--- config.mk ---
export PLATFORM = sky130hd
export DESIGN_NAME = vmask_cpop_ctrl
export DESIGN_NICKNAME = d
export VERILOG_FILES = /design/src/rtl/vmask_pkg.sv /design/src/rtl/vmask_slice_sel.sv /design/src/rtl/vmask_cpop_ctrl.sv
export SDC_FILE = /design/constraint.sdc
export NUM_CORES = 1
export LEC_CHECK = 0
export BUFFER_PORTS_ARGS = -buffer_cell sky130_fd_sc_hd__buf_2
export CAP_MARGIN = 20
export CORE_MARGIN = 4
export CORE_UTILIZATION = 40
export CTS_CLUSTER_DIAMETER = 200
export DETAILED_ROUTE_END_ITERATION = 10
export PLACE_DENSITY = 0.73
export SLEW_MARGIN = 20
export SYNTH_ARGS = -nofsm -noshare
export SYNTH_HDL_FRONTEND = slang
export SYNTH_SLANG_ARGS = --single-unit
--- constraint.sdc ---
create_clock -name clk -period 3.2 [get_ports clk]
set_clock_uncertainty 0.1 [all_clocks]
set_input_delay 0.32 -clock clk [delete_from_list [all_inputs] [get_ports clk]]
set_output_delay 0.32 -clock clk [all_outputs]
set_load 0.01 [all_outputs]
--- src/rtl/vmask_pkg.sv ---
// Shared types and default geometry for the vcpop.m / vfirst.m mask sequencer.
// Optional vfirst.m support is enabled with VMASK_VFIRST_EN.
package vmask_pkg;

  localparam int DEF_DATA_WIDTH = 64;
  localparam int DEF_VLEN       = 512;
  localparam int DEF_ADDR_WIDTH = 5;
  localparam int DEF_VL_WIDTH   = 10;
  localparam int DEF_PIPE_LAT   = 3;
  localparam int DEF_RES_WIDTH  = 64;

  localparam int SLICES   = DEF_DATA_WIDTH / 8;
  localparam int WORDS    = DEF_VLEN / DEF_DATA_WIDTH;
  localparam int SLICE_IW = $clog2(SLICES);
  localparam int WORD_IW  = $clog2(WORDS);
  localparam int BIT_IW   = $clog2(DEF_DATA_WIDTH);

  typedef enum logic [2:0] {
    IDLE,
    FETCH,
    LOAD,
    SLICE,
    DRAIN,
    DONE
  } state_t;

endpackage

--- src/rtl/vmask_slice_sel.sv ---
// Tail/v0 masking of a fetched mask word, slice count of the word,
// and the 8-bit slice mux feeding the popcount datapath.
module vmask_slice_sel
  import vmask_pkg::*;
#(
  parameter int DATA_WIDTH = DEF_DATA_WIDTH,
  parameter int VL_WIDTH   = DEF_VL_WIDTH,
  parameter int WIW        = WORD_IW,
  parameter int SIW        = SLICE_IW
) (
  input  logic [DATA_WIDTH-1:0] vs2_i,
  input  logic [DATA_WIDTH-1:0] v0_i,
  input  logic                  vm_i,
  input  logic [VL_WIDTH-1:0]   vl_i,
  input  logic [WIW-1:0]        idx_i,
  input  logic [DATA_WIDTH-1:0] buf_i,
  input  logic [SIW-1:0]        k_i,
  output logic [DATA_WIDTH-1:0] masked_o,
  output logic [7:0]            slice_o,
  output logic [SIW-1:0]        last_k_o
);

  localparam int DWL = $clog2(DATA_WIDTH);
  localparam int EW  = VL_WIDTH + 2;

  logic [EW-1:0]         base;
  logic [EW-1:0]         rem;
  logic [EW-1:0]         nsl;
  logic [DATA_WIDTH-1:0] tail;

  always_comb begin
    base = EW'(idx_i) << DWL;
    rem  = EW'(vl_i) - base;
    nsl  = (rem + EW'(7)) >> 3;
    tail = '0;
    for (int b = 0; b < DATA_WIDTH; b++) begin
      tail[b] = (base + EW'(b)) < EW'(vl_i);
    end
    masked_o = vs2_i & (vm_i ? {DATA_WIDTH{1'b1}} : v0_i) & tail;
    // a partial last word only needs the slices that hold live elements
    if (rem >= EW'(DATA_WIDTH)) begin
      last_k_o = SIW'(DATA_WIDTH / 8 - 1);
    end else begin
      last_k_o = SIW'(nsl - EW'(1));
    end
    slice_o = buf_i[{k_i, 3'b000} +: 8];
  end

endmodule

--- src/rtl/vmask_cpop_ctrl.sv ---
// Mask popcount sequencer: fetches vs2 (and v0) words, issues 8-bit slices,
// accumulates datapath results. VMASK_VFIRST_EN adds vfirst.m via req_first.
module vmask_cpop_ctrl
  import vmask_pkg::*;
#(
  parameter int DATA_WIDTH = DEF_DATA_WIDTH,
  parameter int VLEN       = DEF_VLEN,
  parameter int ADDR_WIDTH = DEF_ADDR_WIDTH,
  parameter int VL_WIDTH   = DEF_VL_WIDTH,
  parameter int PIPE_LAT   = DEF_PIPE_LAT,
  parameter int RES_WIDTH  = DEF_RES_WIDTH
) (
  input  logic                                  clk,
  input  logic                                  rst,
  input  logic                                  req_valid,
  output logic                                  req_ready,
  input  logic [ADDR_WIDTH-1:0]                 req_vs2,
  input  logic [VL_WIDTH-1:0]                   req_vl,
  input  logic                                  req_vm,
`ifdef VMASK_VFIRST_EN
  input  logic                                  req_first,
`endif
  output logic                                  rd_en,
  output logic [ADDR_WIDTH-1:0]                 rd_reg,
  output logic [$clog2(VLEN/DATA_WIDTH)-1:0]    rd_idx,
  input  logic [DATA_WIDTH-1:0]                 rd_data,
  input  logic [DATA_WIDTH-1:0]                 rd_v0_data,
  output logic [7:0]                            pc_m0,
  output logic                                  pc_valid,
  output logic [RES_WIDTH-1:0]                  pc_count,
  input  logic [RES_WIDTH-1:0]                  pc_result,
  output logic                                  resp_valid,
  input  logic                                  resp_ready,
  output logic [RES_WIDTH-1:0]                  resp_data
);

  localparam int NSL = DATA_WIDTH / 8;
  localparam int NWD = VLEN / DATA_WIDTH;
  localparam int SIW = $clog2(NSL);
  localparam int WIW = $clog2(NWD);
  localparam int DWL = $clog2(DATA_WIDTH);

  state_t                  state_q;
  logic [ADDR_WIDTH-1:0]   vs2_q;
  logic [VL_WIDTH-1:0]     vl_q;
  logic [VL_WIDTH-1:0]     vl_d;
  logic                    vm_q;
  logic [WIW-1:0]          idx_q;
  logic [SIW-1:0]          slice_q;
  logic [DATA_WIDTH-1:0]   word_buf_q;
  logic [RES_WIDTH-1:0]    acc_q;
  logic [PIPE_LAT-1:0]     pipe_q;
  logic                    req_ready_q;
  logic                    rd_en_q;
  logic                    pc_valid_q;
  logic [7:0]              pc_m0_q;
  logic                    resp_valid_q;

  logic [WIW-1:0]          last_word;
  logic [DATA_WIDTH-1:0]   masked;
  logic [DATA_WIDTH-1:0]   sel_buf;
  logic [SIW-1:0]          sel_k;
  logic [7:0]              sel_slice;
  logic [SIW-1:0]          last_k;
  logic                    drain_ok;

`ifdef VMASK_VFIRST_EN
  logic                    first_q;
  logic [DWL-1:0]          first_pos;

  always_comb begin
    first_pos = '0;
    for (int b = DATA_WIDTH - 1; b >= 0; b--) begin
      if (masked[b]) first_pos = DWL'(b);
    end
  end
`endif

  assign vl_d      = (req_vl > VL_WIDTH'(VLEN)) ? VL_WIDTH'(VLEN) : req_vl;
  assign last_word = WIW'((vl_q - VL_WIDTH'(1)) >> DWL);
  // in LOAD the next slice comes straight from the incoming word
  assign sel_buf   = (state_q == LOAD) ? masked : word_buf_q;
  assign sel_k     = (state_q == LOAD) ? '0 : slice_q + SIW'(1);
  // the last stage retires on the edge that leaves DRAIN
  assign drain_ok  = (pipe_q[PIPE_LAT-2:0] == '0);

  vmask_slice_sel #(
    .DATA_WIDTH (DATA_WIDTH),
    .VL_WIDTH   (VL_WIDTH),
    .WIW        (WIW),
    .SIW        (SIW)
  ) u_sel (
    .vs2_i    (rd_data),
    .v0_i     (rd_v0_data),
    .vm_i     (vm_q),
    .vl_i     (vl_q),
    .idx_i    (idx_q),
    .buf_i    (sel_buf),
    .k_i      (sel_k),
    .masked_o (masked),
    .slice_o  (sel_slice),
    .last_k_o (last_k)
  );

  always_ff @(posedge clk) begin
    if (!rst) begin
      state_q      <= IDLE;
      vs2_q        <= '0;
      vl_q         <= '0;
      vm_q         <= 1'b0;
      idx_q        <= '0;
      slice_q      <= '0;
      word_buf_q   <= '0;
      acc_q        <= '0;
      pipe_q       <= '0;
      req_ready_q  <= 1'b1;
      rd_en_q      <= 1'b0;
      pc_valid_q   <= 1'b0;
      pc_m0_q      <= '0;
      resp_valid_q <= 1'b0;
`ifdef VMASK_VFIRST_EN
      first_q      <= 1'b0;
`endif
    end else begin
      pipe_q <= {pipe_q[PIPE_LAT-2:0], pc_valid_q};
      if (pipe_q[PIPE_LAT-1]) acc_q <= acc_q + pc_result;
      unique case (state_q)
        IDLE: begin
          if (req_valid) begin
            vs2_q       <= req_vs2;
            vl_q        <= vl_d;
            vm_q        <= req_vm;
            idx_q       <= '0;
            slice_q     <= '0;
            acc_q       <= '0;
            req_ready_q <= 1'b0;
`ifdef VMASK_VFIRST_EN
            first_q     <= req_first;
            if (req_first) acc_q <= '1;
`endif
            if (vl_d == '0) begin
              state_q <= DRAIN;
            end else begin
              state_q <= FETCH;
              rd_en_q <= 1'b1;
            end
          end
        end
        FETCH: begin
          rd_en_q <= 1'b0;
          state_q <= LOAD;
        end
        LOAD: begin
          word_buf_q <= masked;
`ifdef VMASK_VFIRST_EN
          if (first_q) begin
            if (|masked) begin
              acc_q        <= RES_WIDTH'({idx_q, first_pos});
              state_q      <= DONE;
              resp_valid_q <= 1'b1;
            end else if (idx_q == last_word) begin
              state_q      <= DONE;
              resp_valid_q <= 1'b1;
            end else begin
              idx_q   <= idx_q + WIW'(1);
              rd_en_q <= 1'b1;
              state_q <= FETCH;
            end
          end else begin
`endif
            state_q    <= SLICE;
            slice_q    <= '0;
            pc_valid_q <= 1'b1;
            pc_m0_q    <= sel_slice;
`ifdef VMASK_VFIRST_EN
          end
`endif
        end
        SLICE: begin
          if (slice_q == last_k) begin
            pc_valid_q <= 1'b0;
            pc_m0_q    <= '0;
            if (idx_q == last_word) begin
              state_q <= DRAIN;
            end else begin
              idx_q   <= idx_q + WIW'(1);
              rd_en_q <= 1'b1;
              state_q <= FETCH;
            end
          end else begin
            slice_q <= slice_q + SIW'(1);
            pc_m0_q <= sel_slice;
          end
        end
        DRAIN: begin
          if (drain_ok) begin
            state_q      <= DONE;
            resp_valid_q <= 1'b1;
          end
        end
        DONE: begin
          if (resp_ready) begin
            state_q      <= IDLE;
            resp_valid_q <= 1'b0;
            req_ready_q  <= 1'b1;
          end
        end
        default: begin
          state_q <= IDLE;
        end
      endcase
    end
  end

  assign req_ready  = req_ready_q;
  assign rd_en      = rd_en_q;
  assign rd_reg     = vs2_q;
  assign rd_idx     = idx_q;
  assign pc_m0      = pc_m0_q;
  assign pc_valid   = pc_valid_q;
  assign pc_count   = '0;
  assign resp_valid = resp_valid_q;
  assign resp_data  = acc_q;

endmodule
==> results of run 1 <==
[area by class of cell]
class                           count  area (um^2)
Antenna cell                        2         5.00
Clock buffer                       17          425
Clock inverter                     15          214
Fill cell                        2976        14900
Inverter                           29          109
Multi-Input combinational cell   1306         8560
Sequential cell                   168         3370
Tap cell                          396          495
Timing Repair Buffer              435         2590
[report_power, final]
group          leakage, nW  internal, W  switching (W)
Combinational         5.37     0.000532       0.000809
Clock                0.305      0.00109        0.00113
Sequential            1.36      0.00214      0.0000498
Total                 7.03      0.00377        0.00199
[worst max-delay path, cell delays in order, from the launching register on]
cell	delay, ns
dfxtp_2	0.34
or2_4	0.27
o21ai_4	0.20
xor2_1	0.18
ha_2	0.21
xnor2_2	0.08
xnor2_2	0.22
buf_4	0.16
a21oi_2	0.03
o211a_1	0.25
o21ai_4	0.29
nor3b_4	0.33
buf_4	0.17
nand2b_4	0.05
a31oi_1	0.14
[metrics by stage]
step           TNS [ns]  utilization  instances
2_1_floorplan         0            -       1670
3_3_place_gp    -0.0396        0.482       2323
3_5_place_dp      -1.10        0.482       2323
4_1_cts               0        0.505       2360
5_1_grt          -0.288        0.514       2367
6_report              0        0.514       2368
[cell families after synthesis]
logic type                 after synthesis
and+or+nand+nor                        536
AOI/OAI and AO/OA                      513
buffers and inverters                  196
DFF                                    168
adders and majority gates               75
xor gates and xnor gates                62
muxes                                   56
other                                    1
[layer usage]
layer  wire length [um]  part of all wire
met1              19400              0.43
met4               1530             0.034
met3               3540             0.079
met5                 27           0.00060
met2              20300              0.45
[cell usage in the layout, fill, tap and decap left out, types with 28 or more instances in the layout]
cell type and count:
nor2_1 125, nand3_1 35, o21ai_0 102, ha_1 70
inv_1 28, xnor2_1 39, buf_4 132, nand2_1 160
nor3_1 42, nor2b_1 37, o221ai_1 32, a21oi_1 106
mux2i_1 53, buf_2 295, and2_1 39, conb_1 64
dfxtp_1 161, a21o_1 45
[worst max-delay path by stage]
stage                               end          from  cells past startpoint  slack [ns]
after floorplan               rd_idx[1]       vl_q[0]                     14        0.12
after global placement    resp_data[63]  pc_result[6]                     12       -0.02
after detailed placement       pc_m0[4]       vl_q[0]                     14       -0.11
after CTS                      pc_m0[5]     rd_idx[0]                     10        0.03
after global routing         slice_q[2]       vl_q[1]                     14       -0.06
final                        slice_q[2]       vl_q[1]                     14        0.12
[what timing repair did]
| item | CTS | global route |
|---|---|---|
| gates resized for setup | 8 | 62 |
| pin swaps | 2 | 20 |
| hold endpoints to repair | 3 | 0 |
| hold buffers | 3 | 0 |
| buffers inserted | 2 | 6 |
| endpoints found under the setup margin | 17 | 32 |
==> impl_metrics.py, run 1 <==
metrics = {
    "routing": {
        "via_per_inst": 5.70,
        "ant_nets": 0,
        "drc": 0,
        "drt-wirelength-per-cell_um": 18.9,
        "drt-initial-drc-count": 1231,
        "wl_um": 44700,
        "via_count": 13500,
        "firstDrtPassIters": 6,
    },
    "synth": {
        "synth_seq_cells": 168,
        "synth_area_leaders": "dfxtp_1, ha_1, nand2_1",
        "ys_top_cells_by_count": "dfxtp_1, nand2_1, nor2_1",
        "synth_top_cell_by_area": "dfxtp_1",
        "synth_fa_ha_area_frac": 0.0767,
        "synth_edf_count": 0,
        "ys_types": 85,
        "synth_ff_type": "dfxtp_1",
        "synth-xor-area-share": 0.0437,
        "synth_top_family_by_area": "compound AO/OA/AOI/OAI gates",
        "synth_compound_area_frac": 0.273,
        "synth_mux_area_frac": 0.0472,
        "yosys_warnings": 0,
        "postSynthAreaPerCell_um2": 7.74,
        "netlist_area_um2": 12400,
        "ys_seq_area_frac": 0.270,
        "synthArstFlopShare": 0,
        "yosysMostFrequentCell": "dfxtp_1",
        "synthDominantCellAreaShare": 0.270,
        "yosys.area_share.simple": 0.209,
        "syn-instance-count": 1607,
    },
    "sta": {
        "hold_slack_ns": 0.0120,
        "finalSetupViolCount": 0,
        "fmax_ghz": 0.325,
        "hold_viol": 0,
        "slew_violations": 0,
        "fin_crit_sh": 0.963,
        "slew_headroom": 0.439,
        "min_period_ns": 3.08,
        "layout_setup_ws_ns": 0.120,
        "rsz0062_at_grt": "yes",
        "worst_slew_pin_slew_ns": 0.838,
    },
    "clock_network": {
        "cts.sinks": 168,
        "cts_tree": "built",
        "clkLatencyLatePin_ns": 0.44,
        "clockBufferDepth": 2,
        "htreeDepth": 4,
        "clk_pin_slew_ns": 0.08,
        "numCtsBuffers": 17,
        "cts-root-buf": "clkbuf_16",
    },
    "floorplan": {
        "top_level_ports": 360,
        "fp.coreArea_um2": 30700,
        "rows": 64,
        "die_w_um": 184,
        "start_util": 0.406,
        "die_h_um": 184,
        "dieArea_um2": 34000,
    },
    "power_and_ir_drop": {
        "power_density_nw_per_um2": 365,
        "power_leakage_nw": 7.03,
        "vdd.ir_drop.worst_mv": 0.280,
        "finalPower_w": 0.00576,
    },
    "finish": {
        "final_nets": 2244,
        "fin_area_um2": 15800,
        "area_growth_pct": 26.7,
        "drive_above_1_share": 0.273,
    },
    "global_routing": {
        "grt.total_usage": 0.247,
        "grt_max_degree": 91,
        "grtUsageMet3": 0.0474,
        "met2_usage": 0.388,
        "gr-usage-met1": 0.337,
        "grt_pass1_wl_um": 67300,
        "grt_pass1_vias": 12500,
        "top_usage_layer": "met2",
        "antenna_found_initial": 3,
        "grt-ovfl-total": 0,
    },
    "placed_design": {
        "port_buffers": 295,
        "place_congestion": 1.00,
        "placed_area_um2": 14800,
        "dp_hpwl_um": 34800,
        "place_ws_ns": -0.113,
    },
    "job": {
        "cap_violations": 0,
    },
    "worst_hold_path": {
        "holdPathEnd": "vl_q[1]",
        "holdPathStages": 2,
        "min_from": "req_vl[1]",
        "hp-class": "primary input to flip-flop",
    },
    "worst_setup_path": {
        "worst_r2r_path_depth": 14,
        "cp_max_fo": 7,
        "regToRegEndpoint": "slice_q[2]",
        "required_ns": 3.47,
        "r2r_setup_slack_ns": 0.12,
        "worst-setup-path-type": "flip-flop to flip-flop",
        "crit_arrival_ns": 3.35,
        "worstSetupStartpointType": "flip-flop",
        "end_kind": "flip-flop",
        "timing.rr.start": "vl_q[1]",
    },
    "status": {
        "status": "finished clean",
    },
}
(Power assumes the default switching activity.)
==> inputs of run 2 (changes only) <==
- CTS_CLUSTER_DIAMETER: 200 -> default
- PLACE_DENSITY: 0.73 -> 0.64
- SLEW_MARGIN: 20 -> default
==> run 2 against run 1 <==
Net effect:
- fmax increased by 0.85%
- worst hold slack better by 0.0077 ns
- worst setup slack improved by 0.026 ns
- power down 0.80%
- critical path depth shrank 1
- utilization fell by 0.77 points
==> impl_metrics.py, run 2 (same netlist as run 1, synthesis figures left out) <==
metrics = {
    "placed_design": {
        "placed_area_um2": 14600,
        "dp_hpwl_um": 34400,
        "port_buffers": 295,
        "place_congestion": 0.962,
        "place_ws_ns": -0.0615,
        "dp.cells": 2299,
    },
    "global_routing": {
        "grt-ovfl-total": 0,
        "grt.total_usage": 0.251,
        "grt_max_degree": 59,
        "grt_pass1_vias": 12700,
        "antenna_found_initial": 5,
        "grt_pass1_wl_um": 68600,
    },
    "status": {
        "status": "finished clean",
    },
    "routing": {
        "via_per_inst": 5.63,
        "drc": 0,
        "wl_met1_um": 19400,
        "wl_um": 44300,
        "via_count": 13200,
        "dr_wl_met3_um": 3730,
        "firstDrtPassIters": 5,
        "met2_length_um": 19600,
        "drt-wirelength-per-cell_um": 18.9,
        "drt-initial-drc-count": 1047,
        "routed.top_layer": "met5",
        "ant_nets": 0,
    },
    "clock_network": {
        "cts-root-buf": "clkbuf_16",
        "cts_tree": "built",
        "cts.sinks": 168,
        "clockBufferDepth": 2,
        "htreeDepth": 4,
        "clkLatencyLatePin_ns": 0.45,
        "clk_pin_slew_ns": 0.08,
        "numCtsBuffers": 17,
    },
    "finish": {
        "final_nets": 2217,
        "layout_commonest_cell": "buf_2",
        "drive_above_1_share": 0.261,
        "final_core_util": 0.506,
        "fin_cells": 2339,
        "fin_area_um2": 15500,
        "mostFrequentLayoutCells": "buf_2, dfxtp_1, nand2_1",
        "area_growth_pct": 24.8,
        "fillers": 3035,
        "multi_input_area_um2": 8540,
        "seqCellArea_um2": 3370,
        "antenna_cells": 0,
    },
    "floorplan": {
        "die_w_um": 184,
        "rows": 64,
        "dieArea_um2": 34000,
        "start_util": 0.406,
        "top_level_ports": 360,
        "die_h_um": 184,
        "fp.coreArea_um2": 30700,
    },
    "sta": {
        "worst_slew_pin_slew_ns": 0.791,
        "min_period_ns": 3.05,
        "fmax_ghz": 0.327,
        "slew_headroom": 0.467,
        "finalSetupViolCount": 0,
        "slew_violations": 0,
        "setup-tns-final_ns": 0,
        "fin_crit_sh": 0.954,
        "hold_viol": 0,
        "layout_setup_ws_ns": 0.146,
        "rsz0062_at_grt": "yes",
    },
    "worst_hold_path": {
        "holdPathStages": 3,
        "hp-class": "primary input to flip-flop",
    },
    "worst_setup_path": {
        "crit_arrival_ns": 3.28,
        "worst_r2r_path_depth": 13,
        "r2r_setup_slack_ns": 0.15,
        "worstSetupStartpointType": "flip-flop",
        "cp_max_fo": 7,
        "required_ns": 3.43,
        "end_kind": "flip-flop",
        "worst-setup-path-type": "flip-flop to flip-flop",
    },
    "power_and_ir_drop": {
        "power_leakage_nw": 6.86,
        "power_density_nw_per_um2": 368,
        "vdd.ir_drop.worst_mv": 0.308,
    },
    "job": {
        "cap_violations": 0,
    },
}
[run 2: cell type report]
type,count,area share
well taps,396,0.0319
inverters,29,0.00701
flip-flops and latches,168,0.217
clock buffers,17,0.0274
clock inverters,15,0.0139
multi-input cells,1306,0.550
repair buffers,408,0.153
[run 2: path summary, 6_finish.rpt]
path,start,endpoint
worst min-delay path,req_vs2[3],rd_reg[3]
worst max-delay path,vl_q[1],rd_idx[1]
worst min register to register,word_buf_q[43],word_buf_q[43]
worst max register to register,vl_q[1],rd_idx[1]
[run 2: what timing repair did]
action / CTS / global route
gates cloned: 0 / 0
hold buffers: 3 / 0
endpoints found under the hold margin: 3 / 0
buffers inserted: 0 / 5
pin swaps: 2 / 18
endpoints found under the setup margin: 14 / 37
gates resized for setup: 5 / 54
[run 2: critical path: stages, from the launching register on]
cell      delay (ns)
dfxtp_1         0.32
buf_4           0.13
or4_4           0.48
nand2_2         0.11
ha_4            0.14
xnor2_2         0.07
xnor2_2         0.24
xnor2_1         0.10
or3_1           0.36
a21oi_2         0.19
o21ai_4         0.14
nor3_4          0.23
o21bai_1        0.12
a32o_1          0.21
[run 2: power breakdown]
group / switching (W) / internal [W] / leakage [nW]
sequential: 0.0000519 / 0.00214 / 1.36
clock: 0.00112 / 0.00109 / 0.305
combinational: 0.000798 / 0.000509 / 5.19
total: 0.00197 / 0.00374 / 6.86
[run 2: layer usage]
metal  vias to the layer above  global-route usage
met5                         -                   0
met4                        10              0.0878
met3                        84              0.0511
met2                       602               0.392
met1                      6096               0.346
li1                       6377                   -
[run 2: through the flow]
stage               hold WS (ns)  total power [W]
CTS                      0.00120          0.00570
global route              0.0144          0.00597
detailed placement         0.339          0.00348
floorplan                  0.316          0.00302
global placement           0.326          0.00347
finish                    0.0196          0.00571
